[src/rtl/seq_detect_pkg.sv]
// Shared types and constants for the serial pattern detector run controller.
// No logic; the state encoding and segment codes are used by the controller.
// Segment codes are active-low {dp,g,f,e,d,c,b,a}.
package seq_detect_pkg;

  typedef enum logic [1:0] {
    ST_IDLE = 2'd0,
    ST_RUN  = 2'd1,
    ST_HOLD = 2'd2,
    ST_DONE = 2'd3
  } ctrl_state_t;

  localparam logic [7:0] SEG_DASH = 8'hBF;
  localparam logic [7:0] SEG_R    = 8'hAF;
  localparam logic [7:0] SEG_H    = 8'h89;
  localparam logic [7:0] SEG_D    = 8'hA1;

  // Letter shown on the 7-segment digit for each run state.
  function automatic logic [7:0] seg_for_state(input ctrl_state_t s);
    case (s)
      ST_RUN:  seg_for_state = SEG_R;
      ST_HOLD: seg_for_state = SEG_H;
      ST_DONE: seg_for_state = SEG_D;
      default: seg_for_state = SEG_DASH;
    endcase
  endfunction

endpackage

[src/rtl/seq_detect_ctrl_match.sv]
// History shift register, fill counter and pattern comparator.
// Latency: hit is combinational on the shifting bit; state updates on the edge.
// Backpressure: none; the owner decides when to shift.
module seq_match_core #(
  parameter int PAT_W = 4
) (
  input  logic             Clock,
  input  logic             Reset,
  input  logic             clr,
  input  logic             shift,
  input  logic             x,
  input  logic [PAT_W-1:0] pat,
  input  logic             ovl,
  output logic             hit
);

  localparam int FW = $clog2(PAT_W + 1);
  localparam logic [FW-1:0] FULL = FW'(PAT_W);

  logic [PAT_W-1:0] hist;
  logic [PAT_W-1:0] hist_n;
  logic [FW-1:0]    fill;
  logic [FW-1:0]    fill_n;

  // Next history and saturating fill count for the bit being shifted in.
  always_comb begin
    hist_n = {hist[PAT_W-2:0], x};
    fill_n = (fill == FULL) ? fill : fill + 1'b1;
    hit    = shift && (fill_n == FULL) && (hist_n == pat);
  end

  // Shift on accept; a non-overlapping match restarts the fill so the
  // next match needs a full fresh window of bits.
  always_ff @(posedge Clock) begin
    if (Reset || clr) begin
      hist <= '0;
      fill <= '0;
    end else if (shift) begin
      hist <= hist_n;
      fill <= (hit && !ovl) ? '0 : fill_n;
    end
  end

endmodule

[src/rtl/seq_detect_ctrl.sv]
// Run controller: latches a pattern, accepts serial bits, counts matches.
// Latency: start -> x_ready next cycle; matching accept -> y/match_count next cycle.
// Backpressure: x_ready is high only in RUN; bits offered otherwise are dropped.
module seq_detect_ctrl
  import seq_detect_pkg::*;
#(
  parameter int             PAT_W     = 4,
  parameter int             CNT_W     = 8,
  parameter int             BIT_LIMIT = 0,
  parameter logic [PAT_W-1:0] PAT_RESET = 4'b1100
) (
  input  logic             Clock,
  input  logic             Reset,
  input  logic             start,
  input  logic             stop,
  input  logic             pause,
  input  logic             overlap,
  input  logic [PAT_W-1:0] cfg_pattern,
  input  logic             x,
  input  logic             x_valid,
  output logic             x_ready,
  output logic             y,
  output logic [CNT_W-1:0] match_count,
  output logic             busy,
  output logic [7:0]       st_literal
);

  localparam bit LIMIT_EN = (BIT_LIMIT != 0);
  localparam int BCNT_W   = LIMIT_EN ? $clog2(BIT_LIMIT + 1) : 1;
  localparam logic [BCNT_W-1:0] BIT_LIM_V = BCNT_W'(BIT_LIMIT);
  localparam logic [CNT_W-1:0]  CNT_MAX   = '1;

  ctrl_state_t       state, state_n;
  logic [PAT_W-1:0]  pat_q;
  logic              ovl_q;
  logic [BCNT_W-1:0] bit_cnt;
  logic [BCNT_W-1:0] bit_cnt_n;
  logic              start_acc;
  logic              accept;
  logic              budget_hit;
  logic              hit;

  assign x_ready = (state == ST_RUN);
  assign busy    = (state == ST_RUN) || (state == ST_HOLD);

  assign start_acc  = start && ((state == ST_IDLE) || (state == ST_DONE));
  assign accept     = x_valid && x_ready;
  assign bit_cnt_n  = bit_cnt + 1'b1;
  assign budget_hit = LIMIT_EN && accept && (bit_cnt_n == BIT_LIM_V);

  seq_match_core #(.PAT_W(PAT_W)) u_core (
    .Clock (Clock),
    .Reset (Reset),
    .clr   (start_acc),
    .shift (accept),
    .x     (x),
    .pat   (pat_q),
    .ovl   (ovl_q),
    .hit   (hit)
  );

  // State register.
  always_ff @(posedge Clock) begin
    if (Reset) state <= ST_IDLE;
    else       state <= state_n;
  end

  // Next state: stop beats budget beats pause; start only from IDLE/DONE.
  always_comb begin
    state_n = state;
    case (state)
      ST_IDLE, ST_DONE: if (start) state_n = ST_RUN;
      ST_RUN: begin
        if (stop || budget_hit) state_n = ST_DONE;
        else if (pause)         state_n = ST_HOLD;
      end
      ST_HOLD: begin
        if (stop)        state_n = ST_DONE;
        else if (!pause) state_n = ST_RUN;
      end
      default: state_n = ST_IDLE;
    endcase
  end

  // Run configuration, latched only when a run is started.
  always_ff @(posedge Clock) begin
    if (Reset) begin
      pat_q <= PAT_RESET;
      ovl_q <= 1'b1;
    end else if (start_acc) begin
      pat_q <= cfg_pattern;
      ovl_q <= overlap;
    end
  end

  // Bits accepted this run, for the budget exit.
  always_ff @(posedge Clock) begin
    if (Reset || start_acc) bit_cnt <= '0;
    else if (accept)        bit_cnt <= bit_cnt_n;
  end

  // Registered match pulse, saturating match counter and state letter.
  always_ff @(posedge Clock) begin
    if (Reset) begin
      y           <= 1'b0;
      match_count <= '0;
      st_literal  <= SEG_DASH;
    end else begin
      y          <= hit;
      st_literal <= seg_for_state(state_n);
      if (start_acc)
        match_count <= '0;
      else if (hit && (match_count != CNT_MAX))
        match_count <= match_count + 1'b1;
    end
  end

endmodule

[config.mk]
export PLATFORM = sky130hd
export DESIGN_NAME = seq_detect_ctrl
export DESIGN_NICKNAME = d
export VERILOG_FILES = /design/src/rtl/seq_detect_pkg.sv /design/src/rtl/seq_detect_ctrl_match.sv /design/src/rtl/seq_detect_ctrl.sv
export SDC_FILE = /design/constraint.sdc
export NUM_CORES = 1
export LEC_CHECK = 0
export CORE_MARGIN = 3
export CORE_UTILIZATION = 52
export DETAILED_ROUTE_END_ITERATION = 12
export GPL_TIMING_DRIVEN = 0
export PLACE_DENSITY = 0.84
export SLEW_MARGIN = 20
export SYNTH_ARGS = -nofsm -noshare
export SYNTH_HDL_FRONTEND = slang
export SYNTH_SLANG_ARGS = --single-unit
[constraint.sdc]
create_clock -name Clock -period 5.1 [get_ports Clock]
set_input_delay 0.765 -clock Clock [delete_from_list [all_inputs] [get_ports Clock]]
set_output_delay 0.765 -clock Clock [all_outputs]
set_load 0.05 [all_outputs]
==> impl.org <==
** Outcome
- The flow ran to the end, and the final reports show no timing, DRC or antenna violations.

** Critical path
- Crit Path Category :: reg -> out
- Crit. End Element :: output pin
- Critical path data arrival time :: 1990 ps
- Setup slack of the most critical reg-to-reg path :: 2710 ps
- STA classifies the critical path startpoint as a register.
- Required time at the worst-slack endpoint :: 4340 ps
- Worst-path fanout max :: 8

** Power and ir drop
- Pwr/cell area :: 272 nW/um^2
- Total power after layout :: 437 uW
- Summed over all cells, the static leakage comes to 0.569 nW.
- Maximum vdd ir drop :: 0.000193 V

** Placement
- Number of cells in the design after placement :: 205
- Total of buffers placed on input and output ports :: 25
- Routability-driven placement finished with a final weighted congestion of 0.777.
- In this run the cell area measured after placement is 1550 um^2.
- Post-placement setup slack :: 2200 ps
- Detailed placement ended at an HPWL of 2060 um.

** Detailed routing
- Detailed Routing Iterations Pass 1 :: 4
- Residual DRC :: 0
- After detailed routing, the total wire length is 2660 um.
- The detailed router finished its first iteration with 42 violations.
- In the final routed layout, each cell accounts on average for 12.7 um.
- The detail route stage leaves a number of antenna-violating nets equal to 0.
- Using the TritonRoute via totals, the vias-per-cell ratio works out to 5.65.
- Detailed-route via count :: 1181

** STA
- Max Freq :: 363 MHz
- Post-route setup slack :: 2340 ps
- At the pin with the least slew margin, the transition time is 558 ps.
- Post-layout min period :: 2760 ps
- Setup violations remaining at the end of the flow were counted as 0.
- Measured against its own limit, the worst slew margin works out to 62.5%.
- Slew Viols, Final :: 0
- RSZ-0062 raised after global routing :: false
- Between clock sinks in the finished design, the worst skew comes to 6.75 ps.
- The worst path uses 54.0% of the clock period.
- Hold timing on the final database bottoms out at a slack of 484 ps.
- Summed negative setup slack over all endpoints :: 0 ps
- Hold Violations, Final :: 0

** CTS
- CTS tree :: yes
- CTS built an H-tree with a depth of 1.
- Clock latency on the worst-skew pair :: 320 ps
- After clock tree synthesis, the setup repair step added 0 buffers.
- Root buf cell :: clkbuf_4
- In this run, post-CTS repair resized a total of 0 instances.
- Post-CTS clock slew at the launch and capture registers of the worst setup and hold paths :: 140 ps
- The number of clock buffers added by TritonCTS is 3.
- Counting along the longest clock path gives a buffer depth of 2.
- Hold buffers post-CTS :: 0
- Number of clock sinks :: 26

** Run
- The tool flagged a number of max-cap violations equal to 0.

** Synthesis
- Fraction of the mapped netlist area in simple logic gates :: 21.1%
- Post-synthesis register bit count :: 26
- The synthesized netlist devotes 20.5% of its cell area to compound gates.
- Multiplexer cells account for 0% of the synthesized area.
- Post-Synth Adder-Cell Area :: 5.74%
- Yosys warnings :: 0
- Share of the synthesized netlist area taken by xor and xnor gates :: 3.46%
- Counting every instance in the synthesized netlist gives 151.
- Dominant combinational cell family by area after synthesis :: simple AND/OR/NAND/NOR gates
- Post-Synthesis Cell Area :: 1260 um^2
- Proportion of synthesized chip area in sequential cells :: 41.1%
- After synthesis, the mean cell area works out to 8.38 um^2.
- Yosys cell types :: 39

** Final layout
- Cells fill 71.3% of the core in the end.
- Area overhead of the layout relative to synthesis :: 27.0%
- Post-route cell area :: 1610 um^2
- Leaving out fill and tap cells, the most frequent cell in the layout is dfxtp_1.
- Antenna diode count :: 0
- In the final design database the tool counted 199 nets.
- Layout Cells excl Fill :: 209
- In the layout the commonest cells are 26 x dfxtp_1, 25 x clkdlybuf4s50_1, 16 x a21oi_1, 15 x nand3_1, 15 x nand2_1.
- The post-route netlist has 7.73% of its cells at a drive strength greater than 1.

** Global route
- Entering global routing, the biggest net connects 16 pins.
- Across every metal layer, demand over resource in global routing totals 17.9%.
- The number of global-route vias before repair was 1115.
- The first global-routing pass estimated 4520 um of wire.
- Summed over all layers, the global routing overflow is 0.
- The initial antenna violation count came to 0.

** Floorplanning
- Initial Utilization :: 56.1%
- Floorplan Core Area :: 2250 um^2
- Die outline width :: 55.3 um
- Count of pins on the block boundary :: 31
- The die covers 3060 um^2.
- From bottom edge to top edge, the die measures 55.3 um.
- Number of cell rows :: 17

** Hold path
- Worst hold path type :: reg -> reg
[sequential cells by signal (all words and copies together), names as in the netlist]
| register | cells |
|---|---|
| pat_q | 4 |
| st_literal | 4 |
| ovl_q | 1 |
| state | 2 |
| match_count | 8 |
| u_core.fill | 3 |
| y | 1 |
| u_core.hist | 3 |
[critical path: stages, from the launching register on]
cell             delay [ps]
dfxtp_1                 370
inv_1                   100
ha_1                    330
clkdlybuf4s50_1         870
[cells in the mapped netlist (all sizes together)]
library cell	number	area share, %
buf	6	3.1
or3	2	0.99
o22ai	2	0.99
a31oi	1	0.99
a21oi	16	6.3
xnor2	1	0.69
or2	1	0.49
dfxtp	26	41
nand2	16	4.9
a211oi	1	0.59
o211ai	1	0.59
clkbuf	5	1.5
a311oi	2	1.9
conb	2	0.59
xor2	4	2.8
nand3b	1	0.59
nand3	16	6.7
o21a	2	1.2
o31a	1	0.69
ha	5	4.9
nor4	2	0.99
nor2	5	1.5
o31ai	5	3.0
nand4	1	0.49
a41oi	1	0.69
nand2b	1	0.49
or4	4	2.4
maj3	1	0.79
nor3	2	0.79
o41ai	2	1.4
a21boi	1	0.59
or3b	1	0.69
o21ai	4	1.6
inv	10	3.0
[area by class of cell]
| class | instances | area, um^2 |
|---|---|---|
| buffer | 11 | 57.6 |
| clock buffer | 3 | 22.5 |
| clock inverter | 1 | 30.0 |
| fill | 183 | 648 |
| inverter | 10 | 37.5 |
| multi-input combinational | 105 | 653 |
| sequential | 26 | 520 |
| tap | 28 | 35.0 |
| timing repair buffer | 25 | 250 |
[kinds of logic after synthesis]
family | after synthesis
AOI/OAI and AO/OA | 39
xor gates and xnor gates | 5
adders and majority gates | 6
buffers and inverters | 21
DFF | 26
other | 2
and+or+nand+nor | 52
[path summary, 6_finish.rpt]
| path | startpoint | depth (start not counted) | to |
|---|---|---|---|
| max | state[1] | 3 | x_ready |
| max reg2reg | state[1] | 8 | match_count[3] |
| min reg2reg | ovl_q | 2 | ovl_q |
| min | ovl_q | 2 | ovl_q |
[metal layers]
layer  vias to the layer above  global-route usage [%]  routed length (um)
met5                         -                       0                   0
met4                         0                    5.90                  37
met3                         6                    4.67                 161
met2                        44                    32.4                1320
met1                       539                    20.1                1140
li1                        592                       -                   -
[report_power, final]
| part | total (mW) | internal, mW | switching [mW] |
|---|---|---|---|
| clock | 0.141 | 0.0795 | 0.0613 |
| sequential | 0.216 | 0.211 | 0.00518 |
| combinational | 0.0802 | 0.0298 | 0.0504 |
(Power assumes the default switching activity.)
